$ cat src/rtl/pwm_motor_decoder.sv
// Recovers the 8-level velocity code and direction bit from a motor PWM line
// and its two direction lines; strobes new_vel_o whenever the decoded command changes.

module pwm_motor_decoder_sync (
  input  logic clk,
  input  logic rst_n,
  input  logic d,
  output logic q
);
  logic meta;

  always_ff @(posedge clk or negedge rst_n) begin
    if (!rst_n) begin
      meta <= 1'b0;
      q    <= 1'b0;
    end else begin
      meta <= d;
      q    <= meta;
    end
  end
endmodule

module pwm_motor_decoder #(
  parameter int G_FREQ_CLK = 12000000,
  parameter int G_PWM_FRQ  = 25000
) (
  input  logic       clk,
  input  logic       rst_n,
  input  logic       pwm_i,
  input  logic       dir1_i,
  input  logic       dir2_i,
  output logic [2:0] vel_o,
  output logic       dir_o,
  output logic       new_vel_o,
  output logic       err_o
);
  localparam int C_SLICE   = G_FREQ_CLK / (G_PWM_FRQ * 8);
  localparam int C_PERIOD  = C_SLICE * 8;
  localparam int C_TIMEOUT = C_PERIOD + C_PERIOD / 2;
  localparam int CNT_W     = $clog2(C_TIMEOUT + 1);
  localparam int SUB_W     = $clog2(C_SLICE);
  localparam int NUM_LANES = 3;
  localparam int STAGES    = 2;

  typedef struct packed {
    logic [2:0] vel;
    logic       dir;
  } cmd_t;

  logic [NUM_LANES-1:0] in_raw, in_s;
  logic                 pwm_s, d1_s, d2_s, pwm_d;
  logic [STAGES:0]      vld_pipe;
  logic [CNT_W-1:0]     period_cnt;
  logic [SUB_W-1:0]     sub_cnt;
  logic [2:0]           hi_slices;
  logic                 have_edge;
  logic                 rise, timeout, dir_ok;
  logic                 do_commit, upd, err_nxt;
  cmd_t                 cur, meas;

  assign in_raw = {dir2_i, dir1_i, pwm_i};

  for (genvar g = 0; g < NUM_LANES; g++) begin : g_sync
    pwm_motor_decoder_sync u_sync (
      .clk   (clk),
      .rst_n (rst_n),
      .d     (in_raw[g]),
      .q     (in_s[g])
    );
  end

  assign pwm_s = in_s[0];
  assign d1_s  = in_s[1];
  assign d2_s  = in_s[2];

  // vld_pipe marks when pwm_d holds a real sample, so a line that is already
  // high at reset release is not mistaken for a rising edge.
  always_ff @(posedge clk or negedge rst_n) begin
    if (!rst_n) begin
      vld_pipe <= '0;
      pwm_d    <= 1'b0;
    end else begin
      vld_pipe <= {vld_pipe[STAGES-1:0], 1'b1};
      pwm_d    <= pwm_s;
    end
  end

  assign rise    = pwm_s & ~pwm_d & vld_pipe[STAGES];
  assign timeout = ~rise & (period_cnt == CNT_W'(C_TIMEOUT - 1));
  assign dir_ok  = d1_s ^ d2_s;

  always_ff @(posedge clk or negedge rst_n) begin
    if (!rst_n)                                  period_cnt <= '0;
    else if (rise || timeout)                    period_cnt <= '0;
    else if (period_cnt != CNT_W'(C_TIMEOUT))    period_cnt <= period_cnt + 1'b1;
  end

  // The rise cycle is itself a high cycle, hence the half-slice bias plus one:
  // hi_slices ends at floor((H + C_SLICE/2) / C_SLICE), saturated at 7.
  always_ff @(posedge clk or negedge rst_n) begin
    if (!rst_n) begin
      sub_cnt   <= '0;
      hi_slices <= '0;
    end else if (rise) begin
      sub_cnt   <= SUB_W'(C_SLICE / 2 + 1);
      hi_slices <= '0;
    end else if (pwm_s) begin
      if (sub_cnt == SUB_W'(C_SLICE - 1)) begin
        sub_cnt <= '0;
        if (hi_slices != 3'd7) hi_slices <= hi_slices + 3'd1;
      end else begin
        sub_cnt <= sub_cnt + 1'b1;
      end
    end
  end

  always_comb begin
    meas.vel  = hi_slices;
    meas.dir  = dir_ok ? d2_s : cur.dir;
    do_commit = 1'b0;
    err_nxt   = err_o;
    if (rise) begin
      if (have_edge) begin
        do_commit = 1'b1;
        err_nxt   = ~dir_ok;
      end
    end else if (timeout) begin
      if (pwm_s) begin
        err_nxt = 1'b1;
      end else begin
        do_commit = 1'b1;
        meas.vel  = 3'd0;
        err_nxt   = ~dir_ok;
      end
    end
  end

  assign upd = do_commit && (meas != cur);

  always_ff @(posedge clk or negedge rst_n) begin
    if (!rst_n) begin
      cur       <= '0;
      new_vel_o <= 1'b0;
      err_o     <= 1'b0;
      have_edge <= 1'b0;
    end else begin
      new_vel_o <= upd;
      err_o     <= err_nxt;
      if (upd)          cur       <= meas;
      if (rise)         have_edge <= 1'b1;
      else if (timeout) have_edge <= 1'b0;
    end
  end

  assign vel_o = cur.vel;
  assign dir_o = cur.dir;
endmodule
$ cat config.mk
export PLATFORM = sky130hd
export DESIGN_NAME = pwm_motor_decoder
export DESIGN_NICKNAME = d
export VERILOG_FILES = /design/src/rtl/pwm_motor_decoder.sv
export SDC_FILE = /design/constraint.sdc
export NUM_CORES = 1
export LEC_CHECK = 0
export CAP_MARGIN = 10
export CORE_MARGIN = 5
export CORE_UTILIZATION = 40
export CTS_BUF_LIST = sky130_fd_sc_hd__clkbuf_8
export DETAILED_ROUTE_END_ITERATION = 8
export SLEW_MARGIN = 40
export SYNTH_ARGS = -nofsm -noshare
export SYNTH_HDL_FRONTEND = slang
export SYNTH_SLANG_ARGS = --single-unit
$ cat constraint.sdc
create_clock -name clk -period 2.2 [get_ports clk]
set_input_delay 0.33 -clock clk [delete_from_list [all_inputs] [get_ports clk]]
set_output_delay 0.33 -clock clk [all_outputs]
set_load 0.1 [all_outputs]
==> results of run 1 <==
[through the flow]
stage	instance area, um^2	setup slack (ns)	total power, mW
6_report	2010	0.130	1.97
5_1_grt	2010	0.0221	2.09
4_1_cts	2010	0.116	1.98
3_5_place_dp	1880	0.136	1.35
3_3_place_gp	1880	0.220	1.32
2_1_floorplan	1720	0.0357	1.23
[cell families (layout without fill, tap and decap cells)]
logic type | after synthesis | count (layout) | share of synthesized area
xor gates and xnor gates | 9 | 9 | 0.0458
DFF | 36 | 36 | 0.523
adders and majority gates | 5 | 5 | 0.0363
other | 1 | 1 | 0.00218
AOI/OAI and AO/OA | 28 | 28 | 0.112
muxes | 7 | 7 | 0.0494
buffers and inverters | 13 | 33 | 0.0356
and+or+nand+nor | 54 | 54 | 0.196
[state kept, by name, summed over array words and instances (netlist names)]
register,count
err_o,1
vld_pipe,3
sub_cnt,6
g_sync.u_sync.meta,3
dir_o,1
new_vel_o,1
period_cnt,10
hi_slices,3
g_sync.u_sync.q,3
vel_o,3
pwm_d,1
have_edge,1
[power groups by stage]
| stage | logic [mW] | registers, mW | clock network (mW) |
|---|---|---|---|
| 6_report | 0.406 | 0.923 | 0.636 |
| 3_5_place_dp | 0.411 | 0.935 | 0 |
| 4_1_cts | 0.412 | 0.923 | 0.650 |
| 5_1_grt | 0.466 | 0.946 | 0.676 |
| 2_1_floorplan | 0.269 | 0.962 | 0 |
| 3_3_place_gp | 0.394 | 0.928 | 0 |
[cell usage in the layout (no fill, tap or decap), types with 2 or more instances in the layout]
cell type and instances:
sky130_fd_sc_hd__a211oi_1 2, sky130_fd_sc_hd__a21boi_0 2, sky130_fd_sc_hd__a21oi_1 7, sky130_fd_sc_hd__and2b_2 2
sky130_fd_sc_hd__buf_4 10, sky130_fd_sc_hd__clkbuf_8 7, sky130_fd_sc_hd__clkdlybuf4s50_1 4, sky130_fd_sc_hd__dfrtp_1 36
sky130_fd_sc_hd__ha_1 5, sky130_fd_sc_hd__inv_1 9, sky130_fd_sc_hd__mux2_4 3, sky130_fd_sc_hd__mux2i_1 4
sky130_fd_sc_hd__nand2_1 8, sky130_fd_sc_hd__nand2b_1 4, sky130_fd_sc_hd__nand3_1 9, sky130_fd_sc_hd__nand4_1 2
sky130_fd_sc_hd__nand4b_4 2, sky130_fd_sc_hd__nor2_1 16, sky130_fd_sc_hd__nor3_1 2, sky130_fd_sc_hd__nor3b_1 2
sky130_fd_sc_hd__nor3b_2 2, sky130_fd_sc_hd__o21ai_0 6, sky130_fd_sc_hd__o22a_1 2, sky130_fd_sc_hd__o31ai_1 2
sky130_fd_sc_hd__xnor2_1 8
[critical path: cells and delay by family, from the launching register on]
kind / cells / cell delay, ns
AND/OR/NAND/NOR: 2 / 0.35
adder cells (fa/ha/maj): 1 / 0.27
AO/OA/AOI/OAI: 1 / 0.23
buffers and inverters: 1 / 0.06
flip-flops: 1 / 0.40
multiplexers: 2 / 0.64
[routing by layer]
metal,vias to the layer above,global-route usage,part of all wire
li1,574,-,-
met3,4,0.0409,0.040
met2,16,0.192,0.46
met1,563,0.156,0.48
met5,-,0,0
met4,0,0.0602,0.013
[worst paths after layout]
path	startpoint	to	slack, ns	cells past startpoint
min in group asynchronous	rst_n	period_cnt[2]	0.46	2
worst max register to register	period_cnt[1]	vel_o[0]	0.13	7
max in group asynchronous	rst_n	err_o	1.42	2
worst min-delay path	vld_pipe[1]	vld_pipe[2]	0.35	0
worst max-delay path	period_cnt[1]	vel_o[0]	0.13	7
worst min register to register	vld_pipe[1]	vld_pipe[2]	0.35	0
[final cells by class]
type	instances	area (um^2)	area share
Clock buffer	7	96.3	0.0479
Clock inverter	1	30.0	0.0149
Inverter	11	43.8	0.0218
Multi-Input combinational cell	104	761	0.379
Sequential cell	36	901	0.448
Tap cell	50	62.6	0.0311
Timing Repair Buffer	14	115	0.0573
==> parameters.txt, run 1 <==
Parameter                              Value

CTS
  Clock tree from TritonCTS    done
  Clock-pin slew reported for the worst setup and hold paths after clock tree synthesis    roughly 0.070 ns
  Latest clock arrival within the worst-skew pair    roughly 0.28 ns
  Setup bufs post-CTS    0
  H-tree Lvls    2
  Clock Tree Buf Depth    2
  Number of instances resized during post-cts repair    0
  Hold buffer count at CTS    0
  Root buffer selected by CTS    sky130_fd_sc_hd__clkbuf_8
  TritonCTS Buffers    5
  Sinks on Clock Net    36

Critical path
  Data arrival, critical path    roughly 2.2 ns
  Required time of the critical path    approximately 2.4 ns
  Highest fanout seen on the critical path    5
  Critical-path cell list    ha_1, nand4b_4, nor4_4, mux2_4, a21o_4, inv_4, mux2_4
  Most frequent CP cell    sky130_fd_sc_hd__mux2_4
  Critical-path top delay cell    sky130_fd_sc_hd__dfrtp_1
  Worst Setup End Kind    register
  Max stage delay on crit path    around 0.40 ns
  Crit path launch type    register
  Critical path class    register to register

Run
  Max_cap viols    0

Timing
  Peak Freq    slightly below 500 MHz
  Final Hold Vio Count    0
  Final setup violation count    0
  Final Cycle Share    0.941
  Fin Hold WS    0.350 ns
  Slew Viols, Final    0
  Worst Skew    0.00653 ns
  Final worst path period need    2.07 ns
  RSZ-0062 raised after global routing    no
  Summed negative setup slack over all endpoints    0 ns

GRT
  First-pass GRT wire length    5.31 mm
  Final global-route overflow total    0
  Number of global-route vias before repair    approximately 1200
  Total global-route track usage    0.124
  Maximum number of pins on one net before global-route repair    37
  Initial antenna violation count    0

Floorplanning
  Total I/O pin count    11
  Overall die width    75.6 um
  FP Rows    23
  Initial core utilization    0.422
  Core area    between 4000 and 5000 um^2
  Total Die Area    roughly 5700 um^2
  Die height    ~76 um

Logic synthesis
  Netlist cell types    40
  Count of flip-flops with a built-in enable after synthesis    0
  Total nets after synthesis    163
  Most instantiated cells after synthesis    36 x sky130_fd_sc_hd__dfrtp_1, 16 x sky130_fd_sc_hd__nor2_1, 9 x sky130_fd_sc_hd__inv_1, 9 x sky130_fd_sc_hd__nand3_1
  Cell type with the largest total area after synthesis    sky130_fd_sc_hd__dfrtp_1
  Fraction of registers with async set or reset after synthesis    1.00
  Synthesis Warnings    0
  Count of mapped cells out of synthesis    approximately 150
  Primary flip-flop cell chosen by synthesis mapping    sky130_fd_sc_hd__dfrtp_1
  Number of register bits inferred by synthesis    36
  Most common cell in the netlist    sky130_fd_sc_hd__dfrtp_1
  Share of synthesized area occupied by flip-flops and latches    0.523
  Top-area cell type share of the netlist area    0.523
  Mean post-synth cell area    around 11 um^2
  Post-synthesis instance area    1720 um^2
  Most area-consuming cells after synthesis    sky130_fd_sc_hd__dfrtp_1 52%, sky130_fd_sc_hd__xnor2_1 4.1%, sky130_fd_sc_hd__ha_1 3.6%, sky130_fd_sc_hd__nor2_1 3.5%, sky130_fd_sc_hd__nand4b_4 2.8%

Placed design
  HPWL after detailed placement    around 2.1 mm
  Number of buffers added on ports    10
  Final weighted congestion of routability-driven global placement    about 0.86
  Post-Place Cells    about 220

Route
  Drt wl/cell    13.4 um
  DRC errors left    0
  Via count normalized by instance count    between 5 and 6
  Iteration-0 DRC Markers    71
  Count of TritonRoute iterations in the first routing pass    4
  Remaining antenna violation count    0
  Detailed-route via count    ~1200
  Total routed wirelength    around 3 mm

Power
  Proportion of total power due to net switching    0.310
  Worst IR drop on VDD    between 0.4 and 0.5 mV
  Cell-internal power    1.36 mW
  Static power due to leakage    about 0.92 nW
  Clk network pwr share    0.324
  Switching power of the nets    0.610 mW
  Share of power burned in registers    0.470
  Share of power burned in combinational logic    0.207
  Power density over cell area    between 900 and 1000 nW/um^2

Finish
  Layout cells sized above 1    0.191
  Post-layout util    0.492
  Number of fill cells in the layout    about 380
  ANT cells    0
  Post-layout nets    182
  Area growth from synthesis to layout    16.6%
  Final non-filler cell total    223

Min path
  Worst hold-check path type    register to register

Run status
  Result of the run    completed
Note: power is estimated with default switching activity, not from simulation.
==> run 2: changes to the inputs <==
--- a/config.mk
+++ b/config.mk
@@ -5,11 +5,12 @@
 export SDC_FILE = /design/constraint.sdc
 export NUM_CORES = 1
 export LEC_CHECK = 0
-export CAP_MARGIN = 10
 export CORE_MARGIN = 5
 export CORE_UTILIZATION = 40
 export CTS_BUF_LIST = sky130_fd_sc_hd__clkbuf_8
+export CTS_CLUSTER_DIAMETER = 150
 export DETAILED_ROUTE_END_ITERATION = 8
+export SKIP_CTS_REPAIR_TIMING = 1
 export SLEW_MARGIN = 40
 export SYNTH_ARGS = -nofsm -noshare
 export SYNTH_HDL_FRONTEND = slang
==> results of run 2 <==
Same layout as run 1: the final DEF is identical, and so are final timing and power.
